**src/rtl/hilo_regs.sv**
```systemverilog
// HI/LO register pair behind the multiply/divide unit: captures 64-bit results,
// tracks the in-flight operation, and serves MFHI/MFLO/MTHI/MTLO with stall interlock.
module hilo_regs #(
    parameter int unsigned TMO_CYCLES = 40
) (
    input  logic        clk,
    input  logic        nrst,
    input  logic        i_md_start,
    input  logic        i_md_abort,
    input  logic        i_res_valid,
    input  logic [31:0] i_res_hi,
    input  logic [31:0] i_res_lo,
    input  logic        i_mfhi,
    input  logic        i_mflo,
    input  logic        i_mthi,
    input  logic        i_mtlo,
    input  logic [31:0] i_wdata,
    output logic [31:0] o_rdata,
    output logic        o_rvalid,
    output logic        o_stall,
    output logic        o_busy,
    output logic        o_cmd_err,
    output logic        o_tmo_err
);

    localparam logic [7:0] TmoLimit = 8'(TMO_CYCLES);

    typedef enum logic {
        StIdle,
        StBusy
    } state_e;

    state_e      state_q, state_d;
    logic [7:0]  cnt_q, cnt_d, cnt_inc;
    logic [31:0] hi_q, hi_d, lo_q, lo_d;
    logic [31:0] rdata_q, rdata_d;
    logic        rvalid_q, rvalid_d;
    logic        cmd_err_q, cmd_err_d;
    logic        tmo_q, tmo_d;
    logic [4:0]  cmds;
    logic        any_cmd, multi;

    assign cmds    = {i_md_start, i_mfhi, i_mflo, i_mthi, i_mtlo};
    assign any_cmd = |cmds;
    // More than one bit set: clearing the lowest set bit leaves something.
    assign multi   = (cmds & (cmds - 5'd1)) != 5'd0;
    assign cnt_inc = (cnt_q == 8'hff) ? cnt_q : cnt_q + 8'd1;

    always_comb begin
        state_d   = state_q;
        cnt_d     = cnt_q;
        hi_d      = hi_q;
        lo_d      = lo_q;
        rdata_d   = rdata_q;
        rvalid_d  = 1'b0;
        cmd_err_d = multi;
        tmo_d     = tmo_q;
        o_stall   = 1'b0;
        unique case (state_q)
            StIdle: begin
                if (!multi) begin
                    if (i_md_start) begin
                        state_d = StBusy;
                        cnt_d   = 8'd0;
                    end else if (i_mfhi) begin
                        rdata_d  = hi_q;
                        rvalid_d = 1'b1;
                    end else if (i_mflo) begin
                        rdata_d  = lo_q;
                        rvalid_d = 1'b1;
                    end else if (i_mthi) begin
                        hi_d = i_wdata;
                    end else if (i_mtlo) begin
                        lo_d = i_wdata;
                    end
                end
            end
            StBusy: begin
                o_stall = any_cmd & ~multi;
                cnt_d   = cnt_inc;
                // Abort beats a same-cycle result; a result beats the watchdog.
                if (i_md_abort) begin
                    state_d = StIdle;
                end else if (i_res_valid) begin
                    hi_d    = i_res_hi;
                    lo_d    = i_res_lo;
                    state_d = StIdle;
                end else if (cnt_inc == TmoLimit) begin
                    tmo_d   = 1'b1;
                    state_d = StIdle;
                end
            end
            default: state_d = StIdle;
        endcase
    end

    always_ff @(posedge clk or negedge nrst) begin
        if (!nrst) begin
            state_q   <= StIdle;
            cnt_q     <= 8'd0;
            hi_q      <= 32'd0;
            lo_q      <= 32'd0;
            rdata_q   <= 32'd0;
            rvalid_q  <= 1'b0;
            cmd_err_q <= 1'b0;
            tmo_q     <= 1'b0;
        end else begin
            state_q   <= state_d;
            cnt_q     <= cnt_d;
            hi_q      <= hi_d;
            lo_q      <= lo_d;
            rdata_q   <= rdata_d;
            rvalid_q  <= rvalid_d;
            cmd_err_q <= cmd_err_d;
            tmo_q     <= tmo_d;
        end
    end

    assign o_rdata   = rdata_q;
    assign o_rvalid  = rvalid_q;
    assign o_busy    = (state_q == StBusy);
    assign o_cmd_err = cmd_err_q;
    assign o_tmo_err = tmo_q;

endmodule
```
**config.mk**
```make
export PLATFORM = sky130hd
export DESIGN_NAME = hilo_regs
export DESIGN_NICKNAME = d
export VERILOG_FILES = /design/src/rtl/hilo_regs.sv
export SDC_FILE = /design/constraint.sdc
export NUM_CORES = 1
export LEC_CHECK = 0
export ABC_AREA = 1
export CAP_MARGIN = 20
export CORE_MARGIN = 3
export CORE_UTILIZATION = 30
export CTS_CLUSTER_DIAMETER = 60
export DETAILED_ROUTE_END_ITERATION = 10
export PLACE_DENSITY = 0.62
export SYNTH_ARGS = -nofsm -noshare
export SYNTH_HDL_FRONTEND = slang
export SYNTH_SLANG_ARGS = --single-unit
```
**constraint.sdc**
```tcl
create_clock -name clk -period 4.1 [get_ports clk]
set_input_delay 0.82 -clock clk [delete_from_list [all_inputs] [get_ports clk]]
set_output_delay 0.82 -clock clk [all_outputs]
set_load 0.01 [all_outputs]
```
==> flow_summary.json <==
{
  "power_density_mw_per_mm2": 490,
  "fin_crit_ns": 3.38,
  "die-area_mm2": 0.0196,
  "rrSetupSlack_ns": 1.38,
  "setup_viol": 0,
  "finalHoldViolations": 0,
  "place_area_mm2": 0.00699,
  "drv_slew": 0,
  "crit_end": "o_stall",
  "hold_class": "input port to async pin",
  "fin_skew_ns": 0.00826,
  "cts_tree": "built",
  "synth_nets": 832,
  "tns_ns": 0,
  "ys_seq_area_share_pct": 50.1,
  "grt_pass1_vias": 4626,
  "grt_pass1_wl_um": 22800,
  "cp.arrival_ns": 2.56,
  "path_class": "input port to output pin",
  "fin_cells": 1078,
  "post_drt_via_cell_ratio": 4.41,
  "regToRegStartpoint": "o_busy",
  "leakage_nw": 3.29,
  "cap_violations": 0,
  "final_util_pct": 41.9,
  "tightest_slew_ns": 0.669,
  "grt.total_usage_pct": 14.1,
  "synth_area_mm2": 0.00539,
  "relSlewSlack_pct": 55.4,
  "power_mw": 3.58,
  "synth.area.top_cells": "dfrtp_1, nand2_1, o21ai_0",
  "dp_slack_ns": 0.729,
  "grt_max_degree": 66,
  "path_clk_slew_ns": 0.08,
  "cts.repair.resized": 0,
  "cts_setup_buffers": 0,
  "place_inst": 1062,
  "ys_ff_latch": 108,
  "ant_nets": 0,
  "cp-start-kind": "input port",
  "drc": 0,
  "first_pass_iters": 4,
  "irDropWorstVdd_mv": 0.216,
  "design_area_mm2": 0.00732,
  "synthArstFlopShare_pct": 100,
  "overflow": 0,
  "vias": 4757,
  "drt_iter0_drc": 267,
  "drive_gt1_share_pct": 3.75,
  "synth-edff-count": 0,
  "min_period_over_period_pct": 82.5,
  "fin_hold_ws_ns": 0.486,
  "synth_cell_types": 23,
  "crit_path_end_kind": "output pin",
  "synth_top_cell_area_share_pct": 50.1,
  "crit_path_max_fanout": 5,
  "synthTopCellsByCount": "nand2_1, dfrtp_1, inv_1, o21ai_0, o21a_1",
  "fp-row-count": 48,
  "r2r_cells": 8,
  "cts_max_level": 3,
  "rsz0062_at_grt": "false",
  "cts_root_buf": "clkbuf_16",
  "synth.most_common_cell": "nand2_1",
  "setup_ws_ns": 0.717,
  "fillers": 1817,
  "syn_avg_cell_area_um2": 7.43,
  "startpoint": "i_mflo",
  "place_congestion": 0.795,
  "wl_per_cell_um": 12.5,
  "clock_path_buffers": 2,
  "synthCells": 726,
  "syn2layout_area_growth_pct": 35.7,
  "drt-total-wl_um": 13400,
  "antenna_found_initial": 0,
  "die-height_um": 140,
  "numPortBuffers": 141,
  "die_w_um": 140,
  "fmax_mhz": 296,
  "initial_utilization_pct": 30.9,
  "synth-main-ff-cell": "dfrtp_1",
  "status": "completed",
  "rr_endpoint": "hi_q[3]",
  "ios": 142,
  "cts_made_buffers": 9,
  "yosys.area.top_type": "dfrtp_1",
  "fin_nets": 954,
  "cp.required_ns": 3.28,
  "core_mm2": 0.0175,
  "yosys_warnings": 0,
  "ctsHoldBuffers": 0,
  "cts_sinks": 108,
  "antenna_cells": 0,
  "worst_skew_pair.late_latency_ns": 0.34,
  "dp_hpwl_um": 9410
}
-- power by group --
group          switching (mW)  leakage, nW  internal, mW  total, mW
Combinational           0.483         1.86         0.539       1.02
Sequential              0.165         1.27          1.44       1.60
Clock                   0.413        0.157         0.545      0.958
Total                    1.06         3.29          2.52       3.58
-- routing by layer --
layer	wire length (µm)	vias to the layer above	track usage, %	share of wire, %
met4	144	0	3.62	1.1
met5	0	-	0	0
li1	-	2495	-	-
met3	796	13	2.94	5.9
met2	5980	113	22.7	44
met1	6520	2136	19.5	49
-- worst max-delay path: stages --
cell and delay, ns:
clkdlybuf4s50_1 0.46, nor2_4 0.16, nor2_1 0.06, nor2_1 0.12
nand2_1 0.14, nor2_1 0.21, clkdlybuf4s50_1 0.59
-- cell families after synthesis --
| logic type | after synthesis | share of synthesized area (%) |
|---|---|---|
| buf+inv | 118 | 8.93 |
| simple gates | 351 | 25.1 |
| flops | 108 | 50.1 |
| compound gates | 148 | 15.6 |
| fa+ha+maj | 1 | 0.232 |
-- cell type report --
| cell class | count | area, µm² | share of cell area, % |
|---|---|---|---|
| Clock inverter | 7 | 103 | 1.40 |
| Inverter | 80 | 300 | 4.10 |
| Clock buffer | 9 | 225 | 3.08 |
| Tap cell | 225 | 282 | 3.85 |
| Timing Repair Buffer | 149 | 1490 | 20.3 |
| Sequential cell | 108 | 2700 | 37.0 |
| Multi-Input combinational cell | 500 | 2210 | 30.3 |
-- layout by cell type (no fill, tap or decap), drive strengths merged --
cell type and n:
a21oi 5, buf 10, bufinv 2, clkbuf 9, clkdlybuf4s50 139, clkinvlp 1, dfrtp 108, ha 1
inv 84, nand2 321, nand3 9, nand3b 1, nand4 2, nor2 16, nor3 1, o21a 32
o21ai 105, o21bai 1, o22ai 5, or2 1
-- how the worst min path moves through the flow --
stage	end	depth (start not counted)	slack, ns
floorplan	cnt_q[0]	1	0.48
global placement	o_tmo_err	2	0.47
detailed placement	o_tmo_err	2	0.46
CTS	o_tmo_err	2	0.49
global route	o_rdata[1]	1	0.50
finish	o_rdata[16]	1	0.49
-- flip-flops by register name, summed over array words and instances (netlist names) --
| signal | count |
|---|---|
| o_busy | 1 |
| lo_q | 32 |
| o_tmo_err | 1 |
| o_rdata | 32 |
| o_rvalid | 1 |
| hi_q | 32 |
| o_cmd_err | 1 |
| cnt_q | 8 |
No activity file was read; power rests on OpenSTA's default activity.
==> RTL edit 1, RTL diff (same flow settings) <==
The parameter `TMO_CYCLES` goes from 40 to 20.
--- a/src/rtl/hilo_regs.sv
+++ b/src/rtl/hilo_regs.sv
@@ -2,5 +2,5 @@
 // tracks the in-flight operation, and serves MFHI/MFLO/MTHI/MTLO with stall interlock.
 module hilo_regs #(
-    parameter int unsigned TMO_CYCLES = 40
+    parameter int unsigned TMO_CYCLES = 20
 ) (
     input  logic        clk,
Check against the original RTL: no difference found for any inputs over 4 cycles, from zero or initial values and one cycle with nrst low; that may be too few to reach the edited logic, so the function may still have changed.
==> RTL edit 1 against the original RTL <==
Cell area down 2.6%; fmax up 2.2%; area after synthesis shrank 2.0%; setup slack improved by 73 ps; sequential cell count did not move; power is 3.2% lower; hold slack got worse by 210 ps; wire length down 3.5%; critical path type unchanged.
==> RTL edit 1: results (changes against the original RTL) <==
Result of the run - completed (unchanged)
Leakage power summed over all cells - 3.21 nW (was 3.29 nW)
Vias - 4368 (was 4757)
Layout filler cell count - 1711 (was 1817)
Net Sw Frac - 30.4% (was 29.6%)
Number of global-route vias before repair - 4320 (was 4626)
Placer Congestion - 0.781 (was 0.795)
Post-route clock skew - 11.2 ps (was 8.26 ps)
Max IR drop VDD - 225 uV (was 216 uV)
Worst reg2reg path depth - 4 (was 8)
Total GRT Usage - 13.8% (was 14.1%)
First-pass GRT wire length - 21.8 mm (was 22.8 mm)
CP peak stage delay - 540 ps (was 590 ps)
Sum of routed wire length over all layers - 13.0 mm (was 13.4 mm)
Ratio of cells with drive above 1 in the final layout - 8.27% (was 3.75%)
Endpoint of the worst register-to-register path - lo_q[30]$_DFFE_PN0P_ (was hi_q[3]$_DFFE_PN0P_)
Maximum number of pins on one net before global-route repair - 97 (was 66)
Top area cells in the synthesized netlist - sky130_fd_sc_hd__dfrtp_1 51%, sky130_fd_sc_hd__nand2_1 9.4%, sky130_fd_sc_hd__o21ai_1 8.8% (was sky130_fd_sc_hd__dfrtp_1 50%, sky130_fd_sc_hd__nand2_1 22%, sky130_fd_sc_hd__o21ai_0 7.0%)
Cells after synthesis - 633 (was 726)
Placed cells - 965 (was 1062)
Worst slack on hold paths - 278 ps (was 486 ps)
Measured slew at the worst slew-check pin - 890 ps (was 669 ps)
Final net count - 863 (was 954)
Comb pwr share - 30.0% (was 28.5%)
Number of DRC markers after the initial detailed-route iteration - 202 (was 267)
Share of the yosys chip area belonging to registers - 51.1% (was 50.1%)
Sequential group share of total power - 46.6% (was 44.8%)
Commonest cells in the synthesized netlist - 133 x sky130_fd_sc_hd__nand2_1, 108 x sky130_fd_sc_hd__dfrtp_1, 93 x sky130_fd_sc_hd__o21ai_1, 80 x sky130_fd_sc_hd__inv_1, 65 x sky130_fd_sc_hd__a21oi_1 (was 321 x sky130_fd_sc_hd__nand2_1, 108 x sky130_fd_sc_hd__dfrtp_1, 79 x sky130_fd_sc_hd__inv_1, 75 x sky130_fd_sc_hd__o21ai_0, 32 x sky130_fd_sc_hd__o21a_1)
RTL edit 1: kinds of logic (layout without fill, tap and decap cells):
logic type               Yosys count  count (layout)  synth area share (%)
AO/OA/AOI/OAI                    177             177                  16.9
adder cells (fa/ha/maj)            1               1                 0.237
multiplexers                      32              32                  6.82
buffers and inverters            115             244                  9.28
flip-flops                       108             108                  51.1
other                              0               1                     0
AND/OR/NAND/NOR                  200             200                  15.6
RTL edit 1: metrics by stage:
| step | setup slack, ps | area [sq um] | power, mW |
|---|---|---|---|
| final | 790 | 7130 | 3.47 |
| after global routing | 646 | 7130 | 3.74 |
| after CTS | 780 | 7100 | 3.53 |
| after detailed placement | 779 | 6830 | 2.69 |
| after global placement | 789 | 6830 | 2.66 |
| after floorplan | 1770 | 5290 | 2.18 |
RTL edit 1: layout make-up:
type / count / area (sq um) / share of cell area [%]
multi-input combinational: 410 / 2100 / 29.4
antenna: 1 / 2.50 / 0.0351
tap: 220 / 275 / 3.86
clock buffer: 11 / 233 / 3.26
clock inverter: 5 / 36.3 / 0.509
inverter: 80 / 300 / 4.21
sequential: 108 / 2710 / 38.0
timing repair buffer: 148 / 1480 / 20.7
RTL edit 1: worst max path at each step:
stage	start	to	cells after the start
finish	i_mflo	o_stall	7
global placement	i_mflo	o_stall	7
floorplan	i_mfhi	o_stall	6
global route	i_mflo	o_stall	7
CTS	i_mflo	o_stall	7
detailed placement	i_mflo	o_stall	7
RTL edit 1: worst max-delay path, delay by kind of cell:
family	cells	cell delay, ps
AOI/OAI and AO/OA	1	150
buffers and inverters	2	1060
and+or+nand+nor	4	460
RTL edit 1: metal layers:
metal	part of all wire, %	wire [um]	GRT usage, %
met3	6.1	796	4.66
met4	0.67	87	2.78
met1	46	6000	17.9
met2	47	6080	22.6
met5	0	0	0
==> RTL edit 2, RTL diff (same settings) <==
Made on the original files. `hi_q`, `lo_q` and `rdata_q` no longer have a reset.
--- a/src/rtl/hilo_regs.sv
+++ b/src/rtl/hilo_regs.sv
@@ -99,7 +99,4 @@
             state_q   <= StIdle;
             cnt_q     <= 8'd0;
-            hi_q      <= 32'd0;
-            lo_q      <= 32'd0;
-            rdata_q   <= 32'd0;
             rvalid_q  <= 1'b0;
             cmd_err_q <= 1'b0;
@@ -108,11 +105,14 @@
             state_q   <= state_d;
             cnt_q     <= cnt_d;
-            hi_q      <= hi_d;
-            lo_q      <= lo_d;
-            rdata_q   <= rdata_d;
             rvalid_q  <= rvalid_d;
             cmd_err_q <= cmd_err_d;
             tmo_q     <= tmo_d;
         end
+    end
+
+    always_ff @(posedge clk) begin
+        hi_q    <= hi_d;
+        lo_q    <= lo_d;
+        rdata_q <= rdata_d;
     end
 
Function: changed (Yosys sat finds a counterexample within 4 cycles, from zero or initial values and one cycle with nrst low).
==> RTL edit 2 against the original RTL <==
Sequential cell count did not move; wire length shrank 17%; cell area fell by 7.7%; area after synthesis decreased by 12%; setup slack gained 14 ps; critical endpoint unchanged.
Power is not compared: it rests on default switching activity, and its combinational part moved more than twofold at a synthesized area within 25%.
==> RTL edit 2: results (changes against the original RTL) <==
FFs w/ async S/R, synth - 11.1% (was 100%)
Detailed Place HPWL - 7.71 mm (was 9.41 mm)
Number of clock buffers inserted by TritonCTS - 9 (unchanged)
Cell at the root of the clock tree - sky130_fd_sc_hd__clkbuf_16 (unchanged)
Type of the worst min-delay path - flop to flop (was primary input to asynchronous set/reset pin)
Max-slew headroom - 60.9% (was 55.4%)
Number of global-route vias before repair - 3655 (was 4626)
Vias - 3646 (was 4757)
Compound-cell area share of the yosys netlist - 1.39% (was 15.6%)
Post-DP Area - 6430 sq um (was 6990 sq um)
Critical-path cell with the highest stage delay - sky130_fd_sc_hd__clkdlybuf4s50_1 (unchanged)
Number of nets in the synthesized netlist - 601 (was 832)
Share of the yosys chip area belonging to registers - 66.9% (was 50.1%)
CP Data Arrival Time - 2550 ps (was 2560 ps)
Ratio of cells with drive above 1 in the final layout - 6.42% (was 3.75%)
Number of antenna violations at the first check in global routing - 0 (unchanged)
Result of the run - completed (unchanged)
Delay-heaviest family, CP - buffers and inverters (unchanged)
Top area cells in the synthesized netlist - sky130_fd_sc_hd__edfxtp_1 61%, sky130_fd_sc_hd__nand2_1 23%, sky130_fd_sc_hd__dfrtp_1 6.3% (was sky130_fd_sc_hd__dfrtp_1 50%, sky130_fd_sc_hd__nand2_1 22%, sky130_fd_sc_hd__o21ai_0 7.0%)
Final net count - 741 (was 954)
Maximum number of pins on one net before global-route repair - 54 (was 66)
Commonest cells in the synthesized netlist - 295 x sky130_fd_sc_hd__nand2_1, 96 x sky130_fd_sc_hd__edfxtp_1, 18 x sky130_fd_sc_hd__clkbuf_1, 15 x sky130_fd_sc_hd__nand3_1, 12 x sky130_fd_sc_hd__dfrtp_1 (was 321 x sky130_fd_sc_hd__nand2_1, 108 x sky130_fd_sc_hd__dfrtp_1, 79 x sky130_fd_sc_hd__inv_1, 75 x sky130_fd_sc_hd__o21ai_0, 32 x sky130_fd_sc_hd__o21a_1)
Arithmetic-cell share of the synthesized area counting full adders, half adders and majority gates - 0.263% (was 0.232%)
Post-route clock skew - 7.71 ps (was 8.26 ps)
Distinct cell type count of the synthesized netlist - 26 (was 23)
Average detailed-routed wire length per instance - 13.2 um (was 12.5 um)
Total GRT Usage - 13.0% (was 14.1%)
Warnings, synthesis - 0 (unchanged)
Overall power - 2.44 mW
Number of enable-type register cells in the synthesized netlist - 96 (was 0)
Worst Path Max Fanout - 5 (unchanged)
Layout filler cell count - 1454 (was 1817)
Fraction of synthesized cell area in xor and xnor cells - 0.184% (was 0%)
First-pass GRT wire length - 18.2 mm (was 22.8 mm)
CP peak stage delay - 540 ps (was 590 ps)
Placer Congestion - 0.779 (was 0.795)
Number of DRC markers after the initial detailed-route iteration - 193 (was 267)
==> RTL edit 2: routing by layer <==
layer	wire [um]	vias to the layer above	share of wire, %	track usage [%]
met1	4950	1663	44	16.5
li1	-	1876	-	-
met2	5590	100	50	22.5
met5	0	-	0	0
met4	85	0	0.76	2.86
met3	562	7	5.0	3.32
==> RTL edit 2: stage by stage <==
stage / setup slack (ps) / util [%] / instances
detailed placement: 735 / 41.8 / 834
global route: 581 / 43.9 / 850
floorplan: 571 / - / 495
CTS: 724 / 43.7 / 849
global placement: 762 / 41.8 / 834
finish: 731 / 43.9 / 850
==> RTL edit 2: path summary, 6_finish.rpt <==
| kind | from | endpoint | slack (ps) | depth (start not counted) |
|---|---|---|---|---|
| max | i_mflo | o_stall | 730 | 7 |
| max in group asynchronous | nrst | o_busy$_DFF_PN0_ | 2830 | 1 |
| min | o_tmo_err$_DFFE_PN0P_ | o_tmo_err$_DFFE_PN0P_ | 480 | 2 |
| min in group asynchronous | nrst | o_tmo_err$_DFFE_PN0P_ | 850 | 1 |
| min reg2reg | o_tmo_err$_DFFE_PN0P_ | o_tmo_err$_DFFE_PN0P_ | 480 | 2 |
| max reg2reg | o_busy$_DFF_PN0_ | lo_q[22]$_DFFE_PP_ | 1500 | 6 |
==> RTL edit 2: layout make-up <==
| cell class | instances | area share, % |
|---|---|---|
| flip-flops and latches | 108 | 47.2 |
| clock inverters | 5 | 0.927 |
| inverters | 14 | 0.778 |
| multi-input cells | 354 | 21.9 |
| well taps | 211 | 3.91 |
| repair buffers | 148 | 21.9 |
| clock buffers | 10 | 3.39 |
